## config.mk

```make
export PLATFORM = sky130hd
export DESIGN_NAME = pipelined_adder_flat
export DESIGN_NICKNAME = d
export VERILOG_FILES = /design/src/rtl/pipelined_adder_if.sv /design/src/rtl/pipelined_adder.sv /design/src/flat_wrapper.sv
export SDC_FILE = /design/constraint.sdc
export NUM_CORES = 1
export LEC_CHECK = 0
export CORE_ASPECT_RATIO = 2
export CORE_MARGIN = 2
export CORE_UTILIZATION = 56
export DETAILED_ROUTE_END_ITERATION = 6
export PLACE_DENSITY = 0.79
export SLEW_MARGIN = 40
export SYNTH_ARGS = -nofsm -noshare
export SYNTH_HDL_FRONTEND = slang
export SYNTH_SLANG_ARGS = --single-unit
```

## constraint.sdc

```tcl
create_clock -name clk -period 3.9 [get_ports clk]
set_input_delay 0.39 -clock clk [delete_from_list [all_inputs] [get_ports clk]]
set_output_delay 0.39 -clock clk [all_outputs]
set_load 0.005 [all_outputs]
```

## src/rtl/pipelined_adder_if.sv

```systemverilog
// rtl/pipelined_adder_if.sv - operand/result handshake bundle for pipelined_adder
interface pipelined_adder_if #(
  parameter int WIDTH = 16
);
  logic             in_valid;
  logic             in_ready;
  logic [WIDTH-1:0] A;
  logic [WIDTH-1:0] B;
  logic             Cin;
  logic             sub;
  logic             out_valid;
  logic             out_ready;
  logic [WIDTH-1:0] S;
  logic             Cout;
  logic             Ovf;

  modport master (
    output in_valid, A, B, Cin, sub, out_ready,
    input  in_ready, out_valid, S, Cout, Ovf
  );

  modport slave (
    input  in_valid, A, B, Cin, sub, out_ready,
    output in_ready, out_valid, S, Cout, Ovf
  );
endinterface

```

## src/rtl/pipelined_adder.sv

```systemverilog
// rtl/pipelined_adder.sv - CHUNK-bit-per-stage ripple adder/subtractor with valid/ready flow control
// Level 0 holds the captured operands; stage k adds chunk k and writes level k+1.
module pipelined_adder #(
  parameter int WIDTH = 16,
  parameter int CHUNK = 4
) (
  input logic             clk,
  input logic             reset,
  pipelined_adder_if.slave bus
);
  localparam int STAGES = WIDTH / CHUNK;

  logic             r_v [0:STAGES];
  logic             r_c [0:STAGES];
  logic [WIDTH-1:0] r_s [0:STAGES];
  logic [WIDTH-1:0] r_a [0:STAGES-1];
  logic [WIDTH-1:0] r_b [0:STAGES-1];
  logic             r_o;

  logic [WIDTH-1:0] w_s [0:STAGES-1];
  logic             w_c [0:STAGES-1];
  logic             w_adv;
  logic             w_ovf;

  assign w_adv        = ~r_v[STAGES] | bus.out_ready;
  assign bus.in_ready = w_adv;

  // Result chunks above k are still zero at level k, so each stage ORs its chunk in.
  for (genvar k = 0; k < STAGES; k++) begin : g_stage
    logic [CHUNK:0] w_sum;
    assign w_sum  = {1'b0, r_a[k][k*CHUNK +: CHUNK]} + {1'b0, r_b[k][k*CHUNK +: CHUNK]}
                  + {{CHUNK{1'b0}}, r_c[k]};
    assign w_s[k] = r_s[k] | (WIDTH'(w_sum[CHUNK-1:0]) << (k*CHUNK));
    assign w_c[k] = w_sum[CHUNK];
  end

  assign w_ovf = (r_a[STAGES-1][WIDTH-1] == r_b[STAGES-1][WIDTH-1])
               & (w_s[STAGES-1][WIDTH-1] != r_a[STAGES-1][WIDTH-1]);

  always_ff @(posedge clk) begin
    if (reset) begin
      for (int k = 0; k <= STAGES; k++) begin
        r_v[k] <= 1'b0;
        r_c[k] <= 1'b0;
        r_s[k] <= '0;
      end
      for (int k = 0; k < STAGES; k++) begin
        r_a[k] <= '0;
        r_b[k] <= '0;
      end
      r_o <= 1'b0;
    end else if (w_adv) begin
      r_v[0] <= bus.in_valid;
      if (bus.in_valid) begin
        r_a[0] <= bus.A;
        r_b[0] <= bus.sub ? ~bus.B : bus.B;
        r_c[0] <= bus.sub | bus.Cin;
      end
      for (int k = 0; k < STAGES; k++) begin
        r_v[k+1] <= r_v[k];
        r_c[k+1] <= w_c[k];
        r_s[k+1] <= w_s[k];
      end
      for (int k = 0; k < STAGES - 1; k++) begin
        r_a[k+1] <= r_a[k];
        r_b[k+1] <= r_b[k];
      end
      r_o <= w_ovf;
    end
  end

  assign bus.out_valid = r_v[STAGES];
  assign bus.S         = r_s[STAGES];
  assign bus.Cout      = r_c[STAGES];
  assign bus.Ovf       = r_o;
endmodule

```

## src/flat_wrapper.sv

```systemverilog
// flat-port wrapper written by rule: the top's interface ports become plain ports
module pipelined_adder_flat 
#(
  parameter int WIDTH = 16,
  parameter int CHUNK = 4
)
  (clk, reset, bus_in_valid, bus_A, bus_B, bus_Cin, bus_sub, bus_out_ready, bus_in_ready, bus_out_valid, bus_S, bus_Cout, bus_Ovf);
  pipelined_adder_if #(.WIDTH(WIDTH)) bus_i ();
  input logic clk;
  input logic reset;
  input wire logic [$bits(bus_i.in_valid)-1:0] bus_in_valid;
  input wire logic [$bits(bus_i.A)-1:0] bus_A;
  input wire logic [$bits(bus_i.B)-1:0] bus_B;
  input wire logic [$bits(bus_i.Cin)-1:0] bus_Cin;
  input wire logic [$bits(bus_i.sub)-1:0] bus_sub;
  input wire logic [$bits(bus_i.out_ready)-1:0] bus_out_ready;
  output wire logic [$bits(bus_i.in_ready)-1:0] bus_in_ready;
  output wire logic [$bits(bus_i.out_valid)-1:0] bus_out_valid;
  output wire logic [$bits(bus_i.S)-1:0] bus_S;
  output wire logic [$bits(bus_i.Cout)-1:0] bus_Cout;
  output wire logic [$bits(bus_i.Ovf)-1:0] bus_Ovf;
  assign bus_i.in_valid = bus_in_valid;
  assign bus_i.A = bus_A;
  assign bus_i.B = bus_B;
  assign bus_i.Cin = bus_Cin;
  assign bus_i.sub = bus_sub;
  assign bus_i.out_ready = bus_out_ready;
  assign bus_in_ready = bus_i.in_ready;
  assign bus_out_valid = bus_i.out_valid;
  assign bus_S = bus_i.S;
  assign bus_Cout = bus_i.Cout;
  assign bus_Ovf = bus_i.Ovf;
  pipelined_adder #(.WIDTH(WIDTH), .CHUNK(CHUNK)) u_core (.clk(clk), .reset(reset), .bus(bus_i));
endmodule
```

==> metrics, run 1 <==
status=finished, final reports clean; number of distinct library cells after synthesis=34; Placed Instances=between 500 and 600; Req. time, crit path=3.99 ns; Worst R2R End=u_core.r_b[0][60]$_SDFFCE_PN0P_; initial antenna violation count=0; post-CTS resize count=0; dominant cell type by area after synthesis=edfxtp_1; first-pass iteration count of the detailed router=4; vias in the first global route=2889; Final Skew=0.00603 ns; number of DRC markers in iteration 0=174; reg2reg path depth=3; RSZ-0062 raised after global routing=false; Seq/Total Area, Yosys=70.2%; count of final max-slew check failures=0; routed vias=~2800; CTS tree=yes; final cell count without fillers=approximately 600; first-pass GRT wire length=approximately 13000 microns; commonest non-fill, non-tap cell in the layout=edfxtp_1; IO Count=58; gr ovfl total=0; clock root buffer=clkbuf_16; setup_tns=0 ns; num rows=51; Synth area leaders=edfxtp_1 70%, and2_1 9.6%, xnor2_1 3.0%; share of the synthesized area in the top cell type=a little over two thirds; RR Startpoint=u_core.r_v[0][4]$_SDFFCE_PN0P_; fmax=just under 0.5 GHz; GP Congestion=around 0.74; Die X=74.6 microns; Final Setup Violations=0; Worst R2R Setup Slack=roughly 1.9 ns; Final Hold Viols=0; HP Class=reg2reg; postcts setup bufs=0; Die Ht=145 microns; routed len/inst=approximately 13 microns; Synth Net Count=around 440; most frequent cells in the layout=130 x edfxtp_1, 86 x and2_1, 56 x clkdlybuf4s50_1, 30 x nor2_1, 22 x inv_1; H-Tree Depth=4; Final nets=around 500; kind of start point of the critical path=input pin; worst ir drop on vdd=roughly 0.00056 V; Layout area overhead=22.6%; clock insertion delay at the later pin of the skew report=between 0.4 and 0.5 ns; Final HPWL DP=between 5000 and 6000 microns; vias per cell=just under 5; CP max FO=slightly below 60; pin count of the biggest net entering global routing=59; Power Dens Cells=approximately 500 mW/mm^2; CTS Buf Count=17; core area=around 0.0097 sq mm; clock slew at reported path FFs=around 0.06 ns; CTS Buffer Depth=2; antenna cell count=0; Starting Density=57.6%; number of remaining DRC errors=0; Avg Inst Size Synth=~15 sq um; Worst setup EP type=flip-flop; cells after synthesis=around 380; Setup CP Type=in2reg; share of cells above drive strength 1=roughly a tenth; Final ANT Viol Nets=0; max_slew headroom=between 40% and 50%; MaxCap Viol Count=0; Netlist Area Pre-Place=between 0.005 and 0.006 sq mm; min-delay src=u_core.r_s[2][0]$_SDFFCE_PN0P_; Port Buffers=57; Hold Buf Count CTS=0; YS warnings=0; WHS Path Cells=1; LEAKAGE=2.78 nW; Tot GR Track Use=between 15 and 20%; period utilisation layout=53.3%; flops & latches, synth=131; Post-Route WL=just under 8000 microns; Worst-Margin Slew=about 0.8 ns; area of the die=between 0.01 and 0.015 sq mm; WP data arrival=approximately 2.2 ns; Hold Path End=u_core.r_s[3][0]$_SDFFCE_PN0P_; min cycle time layout=2.08 ns; Clock Sinks=around 130
cell type report:
cell class / instances / area, sq um
tap: 132 / 165
multi-input combinational: 207 / 1480
sequential: 131 / 3920
fill: 662 / 2850
timing repair buffer: 60 / 588
inverter: 24 / 100
clock buffer: 18 / 429
clock inverter: 13 / 166
per-stage QoR:
stage / power, W / hold WS [ns] / worst slack [ns] / area (sq um) / util (%)
2_1_floorplan: 0.00179 / 0.497 / 0.740 / 5590 / -
3_3_place_gp: 0.00185 / 0.499 / 1.45 / 6260 / 64.5
3_5_place_dp: 0.00186 / 0.503 / 1.39 / 6260 / 64.5
4_1_cts: 0.00345 / 0.513 / 1.83 / 6850 / 70.6
5_1_grt: 0.00354 / 0.526 / 1.70 / 6850 / 70.6
6_report: 0.00343 / 0.510 / 1.82 / 6850 / 70.6
critical path: stages:
cell and delay [ns]:
clkdlybuf4s50_1 0.65, or2b_4 0.70, buf_4 0.40
flip-flops by register name, indices dropped and copies added (netlist names):
signal          flops
u_core.r_v          5
u_core.bus.Ovf      1
u_core.r_b         40
u_core.r_a         40
u_core.r_s         40
u_core.r_c          5
routing by layer:
layer | vias to the layer above | GRT usage (%) | wire, microns
li1 | 1409 | - | -
met1 | 1322 | 17.7 | 2880
met2 | 76 | 28.2 | 4430
met3 | 13 | 4.72 | 346
met4 | 0 | 7.23 | 152
met5 | - | 0 | 0
power by group:
group	internal, W	total (W)	switching (W)
logic	0.000102	0.000185	0.0000833
clock network	0.00105	0.00159	0.000541
registers	0.00163	0.00165	0.0000203
worst max-delay path by stage:
| stage | from | end | slack (ns) | cells past startpoint |
|---|---|---|---|---|
| 5_1_grt | reset | u_core.r_s[2][7]$_SDFFCE_PN0P_ | 1.70 | 3 |
| 4_1_cts | reset | u_core.r_a[2][13]$_SDFFCE_PN0P_ | 1.83 | 3 |
| 3_5_place_dp | reset | u_core.r_b[0][29]$_SDFFCE_PN0P_ | 1.39 | 3 |
| 2_1_floorplan | u_core.r_v[0][4]$_SDFFCE_PN0P_ | u_core.r_a[1][10]$_SDFFCE_PN0P_ | 0.74 | 2 |
| 6_report | reset | u_core.r_b[0][60]$_SDFFCE_PN0P_ | 1.82 | 3 |
| 3_3_place_gp | bus_out_ready | u_core.r_a[0][8]$_SDFFCE_PN0P_ | 1.45 | 5 |
synthesized netlist by cell type:
cell type  count
nand3b_1       2
nand2_1        3
nor2_1        30
inv_4          1
and2_1        86
or2_1          1
nand4b_1       1
ha_1          12
a21oi_1        8
nor2b_1        6
and2_4         9
o211ai_1       1
dfxtp_1        1
nor2b_4        1
nor2_4         1
nand2b_1       1
inv_1         22
buf_12         1
clkbuf_1       8
and3_1         2
nand3_1        1
o21ai_0        4
buf_6          1
fa_1           8
or2b_1         3
nand2_2        1
buf_2          4
inv_8          1
xor2_1         1
edfxtp_1     130
xnor2_1       19
nor3_1         4
a21o_1         2
buf_4          1
cells by family after synthesis:
family          Yosys count  share of synthesized area (%)
fa+ha+maj                20                           5.55
xor+xnor                 20                           3.14
simple gates            152                           16.2
compound gates           15                           1.48
flops                   131                           70.2
buf+inv                  39                           3.38
No activity file was read; power rests on OpenSTA's default activity.
==> run 2: changes to the inputs <==
- clock period: 3.9 -> 2 ns (I/O delays scaled with it)
==> metrics, run 2 (same netlist as run 1, synthesis figures left out) <==
status=finished, final reports clean; core area=0.00970 sq mm (unchanged); pin count of the biggest net entering global routing=34 (-42%); Layout area overhead=24.3%; H-Tree Depth=4 (unchanged); vias in the first global route=2983 (+3.3%); GP Congestion=0.673 (-9.3%); slowest CP cell=fa_1; num rows=51 (unchanged); worst ir drop on vdd=0.000791 V (+40%); Tot GR Track Use=16.9% (+0.61 points); clock root buffer=clkbuf_16; Final ANT Viol Nets=0 (unchanged); setup_tns=0 ns (unchanged); CTS Buffer Depth=2 (unchanged); routed vias=2884 (+2.3%); Final Setup Violations=0 (unchanged); dpl ws=0.106 ns (-1.29 ns); final worst slack=0.151 ns (-1.67 ns); Die X=74.6 microns (unchanged); vias per cell=4.86 (+0.72%); min cycle time layout=1.85 ns; HP Class=in2reg; first-pass GRT wire length=13400 microns (+3.2%); Final nets=509 (+2.0%); RR Startpoint=u_core.r_c[0]$_SDFFCE_PN0P_; number of DRC markers in iteration 0=122 (-30%); LEAKAGE=2.83 nW (+1.9%); Final Skew=0.00653 ns (+0.000497 ns); area of the die=0.0108 sq mm (unchanged); Setup CP Type=reg2reg; Worst R2R End=u_core.r_c[1]$_SDFFCE_PN0P_; fmax=~0.54 GHz; Clock Sinks=131 (unchanged); Final HPWL DP=5280 microns (+3.6%); Final Hold Viols=0 (unchanged); period utilisation layout=92.5%; gr ovfl total=0 (unchanged); commonest non-fill, non-tap cell in the layout=edfxtp_1; IO Count=58 (unchanged); WHS Path Cells=2 (+1); max_slew headroom=73.2% (+27 points); reg2reg path depth=6 (+3); WP data arrival=2.09 ns (-0.07 ns); Hold Path End=u_core.r_a[0][15]$_SDFFCE_PN0P_; antenna cell count=0 (unchanged); clock insertion delay at the later pin of the skew report=0.40 ns (about the same); Pwr Total=0.00642 W (+87%); crit-path cells=inv_1 > fa_1 > fa_2 > nor2b_1 > o21ai_0 > a21oi_1; CP delay by family, top=adder cells; CP max stage delay=0.48 ns (-0.22 ns); Die Ht=145 microns (unchanged); Starting Density=57.6% (unchanged); first-pass iteration count of the detailed router=4 (unchanged); CP max FO=2 (-97%); Hold Buf Count CTS=0 (unchanged); routed len/inst=13.4 microns (+0.64%); Req. time, crit path=2.24 ns (-1.75 ns); clock slew at reported path FFs=0.05 ns (about the same); share of cells above drive strength 1=11.0% (+0.88 points); initial antenna violation count=0 (unchanged); Largest regs=u_core.r_a x40, u_core.r_b x40, u_core.r_s x40; CTS Buf Count=17 (unchanged); Worst-Margin Slew=0.403 ns (-0.401 ns); Worst Path Buf+Inv=1 (-1); Worst R2R Setup Slack=0.15 ns (-1.74 ns); min-delay src=bus_A[15]; Power Dens Cells=924 mW/mm^2 (+85%); CTS tree=yes; count of final max-slew check failures=0 (unchanged); most frequent cells in the layout=130 x edfxtp_1, 86 x and2_1, 57 x clkdlybuf4s50_1, 30 x nor2_1, 22 x inv_1; Post-Route WL=7970 microns (+2.2%); Port Buffers=57 (unchanged); area of the multi-input gates=0.00148 sq mm (about the same); Filler cells=630 (-4.8%); Worst setup EP type=flip-flop; register area=0.00392 sq mm (unchanged); RSZ-0062 raised after global routing=false; number of remaining DRC errors=0 (unchanged); kind of start point of the critical path=flip-flop; MaxCap Viol Count=0 (unchanged)
-- run 2: cell type report --
type                            instances  share of cell area [%]
Clock inverter                          9                    1.30
Clock buffer                           21                    6.34
Multi-Input combinational cell        207                    21.3
Tap cell                              132                    2.38
Sequential cell                       131                    56.5
Inverter                               24                    1.44
Timing Repair Buffer                   70                    10.7
-- run 2: through the flow --
stage / cell area (sq um) / util, % / hold slack (ns) / instances
after global routing: 6950 / 71.6 / 0.441 / 594
after floorplan: 5590 / - / 0.396 / 377
after detailed placement: 6400 / 66.0 / 0.503 / 563
final: 6950 / 71.6 / 0.446 / 594
after CTS: 6940 / 71.5 / 0.429 / 593
after global placement: 6350 / 65.5 / 0.499 / 561
-- run 2: timing repair --
item	4_1_cts	5_1_grt
resized for setup	0	1
hold endpoints to repair	0	0
endpoints found under the setup margin	0	1
setup buffers	0	1
-- run 2: report_power, final --
part           switching [W]  total (W)  internal [W]
registers          0.0000412    0.00322       0.00318
logic               0.000172   0.000395      0.000223
clock network        0.00101    0.00280       0.00179
-- run 2: routing by layer --
layer,vias up,part of all wire (%),track usage [%]
met2,74,58,29.6
met4,0,2.7,8.48
met1,1371,35,16.9
met3,17,4.0,5.63
met5,-,0,0
li1,1422,-,-
-- run 2: how the worst max path moves through the flow --
stage                                        start                               to  slack [ns]  cells past startpoint
finish                 u_core.r_c[0]$_SDFFCE_PN0P_      u_core.r_c[1]$_SDFFCE_PN0P_        0.15                      6
global route           u_core.r_c[0]$_SDFFCE_PN0P_      u_core.r_c[1]$_SDFFCE_PN0P_        0.04                      6
CTS                    u_core.r_c[0]$_SDFFCE_PN0P_      u_core.r_c[1]$_SDFFCE_PN0P_        0.11                      6
detailed placement                   bus_out_ready  u_core.r_b[0][10]$_SDFFCE_PN0P_        0.11                      7
global placement                     bus_out_ready  u_core.r_a[2][14]$_SDFFCE_PN0P_       -0.07                      4
floorplan           u_core.r_v[0][4]$_SDFFCE_PN0P_   u_core.r_a[0][0]$_SDFFCE_PN0P_        0.16                      4
==> run 3: changes to the inputs <==
==> constraint.sdc (replaced) <==
create_clock -name clk -period 2 [get_ports clk]
set_input_delay 0.2 -clock clk [delete_from_list [all_inputs] [get_ports clk]]
set_output_delay 0.2 -clock clk [all_outputs]
set_load 0.02 [all_outputs]
==> metrics, run 3 (same netlist as run 1, synthesis figures left out) <==
RSZ-0062 raised after global routing=false; Starting Density=57.6% (unchanged); Final Util=71.2% (-0.39 points); H-Tree Depth=4 (unchanged); reg2reg path depth=6 (unchanged); initial antenna violation count=0 (unchanged); status=finished, final reports clean; worst ir drop on vdd=0.000628 V (-21%); clock slew at reported path FFs=0.05 ns (about the same); Switching Power=0.00128 W (+4.7%); Req. time, crit path=2.26 ns (+0.02 ns); final cell count without fillers=594 (unchanged); Placed Instances=562 (-0.18%); Final Setup Violations=0 (unchanged); WHS Path Cells=2 (unchanged); Final Hold Viols=0 (unchanged); share of cells above drive strength 1=11.0% (unchanged); Clock Sinks=131 (unchanged); Comb pwr share=6.2% (about the same); min-delay src=bus_A[2]; dpl ws=0.0787 ns (-0.0268 ns); Port Buffers=57 (unchanged); Final HPWL DP=5250 microns (-0.59%); kind of start point of the critical path=flip-flop; Layout area overhead=23.7%; clock insertion delay at the later pin of the skew report=0.41 ns (about the same); GP Congestion=0.696 (+3.4%); period utilisation layout=93.2% (+0.75 points); Setup CP Type=reg2reg; RR Startpoint=u_core.r_c[0]$_SDFFCE_PN0P_; IO Count=58 (unchanged); Hold Path End=u_core.r_a[0][2]$_SDFFCE_PN0P_; setup_tns=0 ns (unchanged); min cycle time layout=1.86 ns (+0.0149 ns); Final ANT Viol Nets=0 (unchanged); pin count of the biggest net entering global routing=68 (+100%); final worst slack=0.136 ns (-0.0149 ns); area of the multi-input gates=0.00148 sq mm (-0.17%); CTS Buffer Depth=2 (unchanged); CP max FO=2 (unchanged); most frequent cells in the layout=130 x edfxtp_1, 86 x and2_1, 56 x clkdlybuf4s50_1, 30 x nor2_1, 22 x inv_1; Power Dens Cells=937 mW/mm^2 (+1.4%); gr ovfl total=0 (unchanged); routed len/inst=13.3 microns (-1.2%); Worst-Margin Slew=0.394 ns (-0.00827 ns); routed vias=2871 (-0.45%); Filler cells=678 (+7.6%); vias in the first global route=3035 (+1.7%); Final nets=507 (-0.39%); number of remaining DRC errors=0 (unchanged); Worst R2R Setup Slack=0.14 ns (about the same); commonest non-fill, non-tap cell in the layout=edfxtp_1; Post-Route WL=7880 microns (-1.2%); Largest regs=u_core.r_a x40, u_core.r_b x40, u_core.r_s x40; first-pass GRT wire length=13300 microns (-1.1%); vias per cell=4.83 (-0.45%); Worst R2R End=u_core.r_c[1]$_SDFFCE_PN0P_; Tot GR Track Use=16.8% (-0.13 points); CTS Buf Count=17 (unchanged); max_slew headroom=73.7% (+0.55 points); HP Class=in2reg; Hold Slack=0.449 ns (+0.00311 ns); area of the die=0.0108 sq mm (unchanged); Die Ht=145 microns (unchanged); Pint=0.00519 W (about the same); fmax=0.536 GHz (-0.80%); antenna cell count=0 (unchanged); first-pass iteration count of the detailed router=4 (unchanged); CTS tree=yes; sequential power share=49.7% (-0.4 points); count of final max-slew check failures=0 (unchanged); Final Skew=0.0114 ns (+0.00491 ns); MaxCap Viol Count=0 (unchanged); Hold Buf Count CTS=0 (unchanged); Die X=74.6 microns (unchanged); Worst setup EP type=flip-flop; core area=0.00970 sq mm (unchanged); number of DRC markers in iteration 0=151 (+24%); sw frac=19.8% (+0.73 points); LEAKAGE=2.81 nW (-1.0%); register area=0.00392 sq mm (unchanged); clock root buffer=clkbuf_16; clock share of power=44.1% (+0.4 points); num rows=51 (unchanged); WP data arrival=2.13 ns (+0.04 ns)
## run 3: cell count changes in the layout (fill, tap and decap cells not counted)
cell,delta
fa_2,-1
fa_1,+1
clkdlybuf4s50_1,-1
buf_12,-2
dlygate4sd2_1,+1
buf_8,+1
buf_16,-1
clkinvlp_4,+3
clkinv_1,+2
clkbuf_1,-3
## run 3: power by group through the flow
| stage | Sequential (W) | Clock, W | Combinational [W] |
|---|---|---|---|
| after global placement | 0.00326 | 0 | 0.000369 |
| after floorplan | 0.00327 | 0 | 0.000224 |
| final | 0.00321 | 0.00286 | 0.000400 |
| after detailed placement | 0.00327 | 0 | 0.000404 |
| after global routing | 0.00323 | 0.00301 | 0.000444 |
| after CTS | 0.00322 | 0.00290 | 0.000407 |
## run 3: timing repair
item | CTS | global route
endpoints found under the setup margin | 1 | 0
setup buffers | 0 | 0
hold endpoints to repair | 0 | 0
resized for setup | 1 | 0
## run 3: through the flow
stage               total power (W)  instance area [sq um]
floorplan                   0.00350                   5590
global placement            0.00363                   6320
detailed placement          0.00367                   6360
CTS                         0.00653                   6910
global route                0.00668                   6910
finish                      0.00647                   6910
## run 3: cell type report
class | count | area share [%]
clock buffers | 18 | 6.21
multi-input cells | 207 | 21.4
repair buffers | 68 | 10.0
clock inverters | 14 | 1.74
flip-flops and latches | 131 | 56.8
well taps | 132 | 2.39
inverters | 24 | 1.45
## run 3: worst max-delay path by stage
stage / startpoint / slack [ns] / depth (start not counted) / end
floorplan: u_core.r_v[0][4]$_SDFFCE_PN0P_ / 0.006 / 4 / u_core.r_a[0][0]$_SDFFCE_PN0P_
CTS: u_core.r_c[0]$_SDFFCE_PN0P_ / 0.13 / 6 / u_core.r_c[1]$_SDFFCE_PN0P_
global placement: bus_out_ready / -0.02 / 4 / u_core.r_s[3][5]$_SDFFCE_PN0P_
global route: u_core.r_c[0]$_SDFFCE_PN0P_ / 0.02 / 6 / u_core.r_c[1]$_SDFFCE_PN0P_
detailed placement: bus_out_ready / 0.08 / 7 / u_core.r_a[0][9]$_SDFFCE_PN0P_
finish: u_core.r_c[0]$_SDFFCE_PN0P_ / 0.14 / 6 / u_core.r_c[1]$_SDFFCE_PN0P_
## run 3: per-layer routing
metal / part of all wire [%] / vias up / global-route usage (%)
li1: - / 1425 / -
met1: 36 / 1352 / 16.6
met2: 59 / 79 / 29.5
met3: 3.2 / 15 / 4.86
met4: 2.5 / 0 / 9.46
met5: 0 / - / 0
## run 3: worst max-delay path, stage by stage, from the launching register on
cell and delay [ns]:
edfxtp_1 0.32, inv_1 0.05, fa_1 0.49, fa_1 0.47, nor2b_1 0.17, o21ai_0 0.09
a21oi_1 0.13
==> edit: new RTL, flow settings as in run 1 <==
`CHUNK` is set to 4 in 2 places; all go to 5.
--- a/src/rtl/pipelined_adder.sv
+++ b/src/rtl/pipelined_adder.sv
@@ -3,5 +3,5 @@
 module pipelined_adder #(
   parameter int WIDTH = 16,
-  parameter int CHUNK = 4
+  parameter int CHUNK = 5
 ) (
   input logic             clk,
--- a/src/flat_wrapper.sv
+++ b/src/flat_wrapper.sv
@@ -3,5 +3,5 @@
 #(
   parameter int WIDTH = 16,
-  parameter int CHUNK = 4
+  parameter int CHUNK = 5
 )
   (clk, reset, bus_in_valid, bus_A, bus_B, bus_Cin, bus_sub, bus_out_ready, bus_in_ready, bus_out_valid, bus_S, bus_Cout, bus_Ovf);
Formal check against the unedited RTL: not equivalent (Yosys sat finds a counterexample within 10 cycles, from zero or initial values and one cycle with reset high).
==> edit against run 1 <==
- wire length decreased by 6.8%
- power fell by 31%
- synthesized cell count shrank 10%
- sequential cell count fell by 26
- critical path depth rose by 1
- setup slack lost 390 ps
- synthesized area shrank 15%
- critical endpoint is now bus_in_ready
- global-route usage rose by 1.3 points
- core utilization down 4.4 points
- cell area decreased by 20%
==> edit: results (changes against run 1) <==
| Metric | Value |
|---|---|
| Number of global-route vias before repair | `2,492 (-14%)` |
| Max FO, Critical Path | `79 (+36%)` |
| HPWL Detailed | `4740 microns (-7.0%)` |
| Status | `complete, no violations` |
| H-tree levels | `3 (-1)` |
| Routability congestion estimate from global placement | `0.738 (-0.47%)` |
| Mean post-synth cell area | `14.0 sq um (-5.7%)` |
| Biggest regs | `u_core.r_a: 33 flops, u_core.r_b: 33 flops, u_core.r_s: 30 flops` |
| First-pass GRT wire length | `11,700 microns (-11%)` |
| Synth area leaders | `edfxtp_1 66%, and3_1 9.5%, ha_1 3.2%` |
| Clk Latency, worst-skew pair | `330 ps (-80 ps)` |
| Hold endpoint | `u_core.r_b[0][25]` |
| Proportion of synthesized area in mux cells | `0.00636 (+0.00636)` |
| Pin count of the biggest net entering global routing | `80 (+36%)` |
| Slowest stage cell, crit path | `clkdlybuf4s50_1` |
| FF-to-FF End | `u_core.r_s[0][41]` |
| All-Layer GR Usage | `0.176 (+0.0131)` |
| DR iter-0 viols | `205 (+18%)` |
| R2r startpoint | `u_core.r_c[1]` |
| Synth top area share | `0.661 (-0.0376)` |
| Synth Area in XOR/XNOR | `0.0352 (+0.00388)` |
| Via count | `2,571 (-8.8%)` |
| Clock Skew | `4.70 ps (-1.33 ps)` |
| Final #Nets | `428 (-14%)` |
| Distinct cells, synth | `31 (-8.8%)` |
[edit: metal layers]
layer	GRT usage	part of all wire	wire (microns)	vias to the layer above
met4	0.102	0.042	308	0
met3	0.0419	0.041	295	18
met1	0.200	0.37	2660	1207
li1	-	-	-	1277
met2	0.291	0.55	4010	69
met5	0	0	0	-
[edit: power breakdown]
part / total (W) / switching [W] / internal (W)
clock network: 0.000782 / 0.000357 / 0.000425
registers: 0.00137 / 0.0000262 / 0.00134
logic: 0.000233 / 0.000107 / 0.000125
[edit: worst max path at each step]
stage | from | to | slack, ps | depth (start not counted)
2_1_floorplan | reset | u_core.r_a[0][21] | 1270 | 3
3_3_place_gp | bus_out_ready | bus_in_ready | 1490 | 4
3_5_place_dp | bus_out_ready | u_core.r_b[0][3] | 1410 | 6
4_1_cts | bus_out_ready | bus_in_ready | 1440 | 4
5_1_grt | bus_out_ready | bus_in_ready | 1340 | 4
6_report | bus_out_ready | bus_in_ready | 1430 | 4
[edit: final cells by class]
class	count	area, sq um	area share
Clock inverter	5	22.5	0.00413
Timing Repair Buffer	59	591	0.108
Clock buffer	11	233	0.0427
Inverter	8	32.5	0.00597
Sequential cell	105	3140	0.577
Multi-Input combinational cell	189	1310	0.240
Tap cell	98	123	0.0225
[edit: cell families after synthesis]
group	Yosys count
adder cells (fa/ha/maj)	18
XOR/XNOR	19
AO/OA/AOI/OAI	20
flip-flops	105
AND/OR/NAND/NOR	128
multiplexers	3
buffers and inverters	44
other	1
[edit: stage by stage]
step / worst slack [ps] / power, W / utilization / cell area, sq um
detailed placement: 1410 / 0.00162 / 0.631 / 5190
finish: 1430 / 0.00238 / 0.662 / 5450
global route: 1340 / 0.00247 / 0.662 / 5450
global placement: 1490 / 0.00161 / 0.632 / 5200
CTS: 1440 / 0.00240 / 0.662 / 5450
floorplan: 1270 / 0.00154 / - / 4720
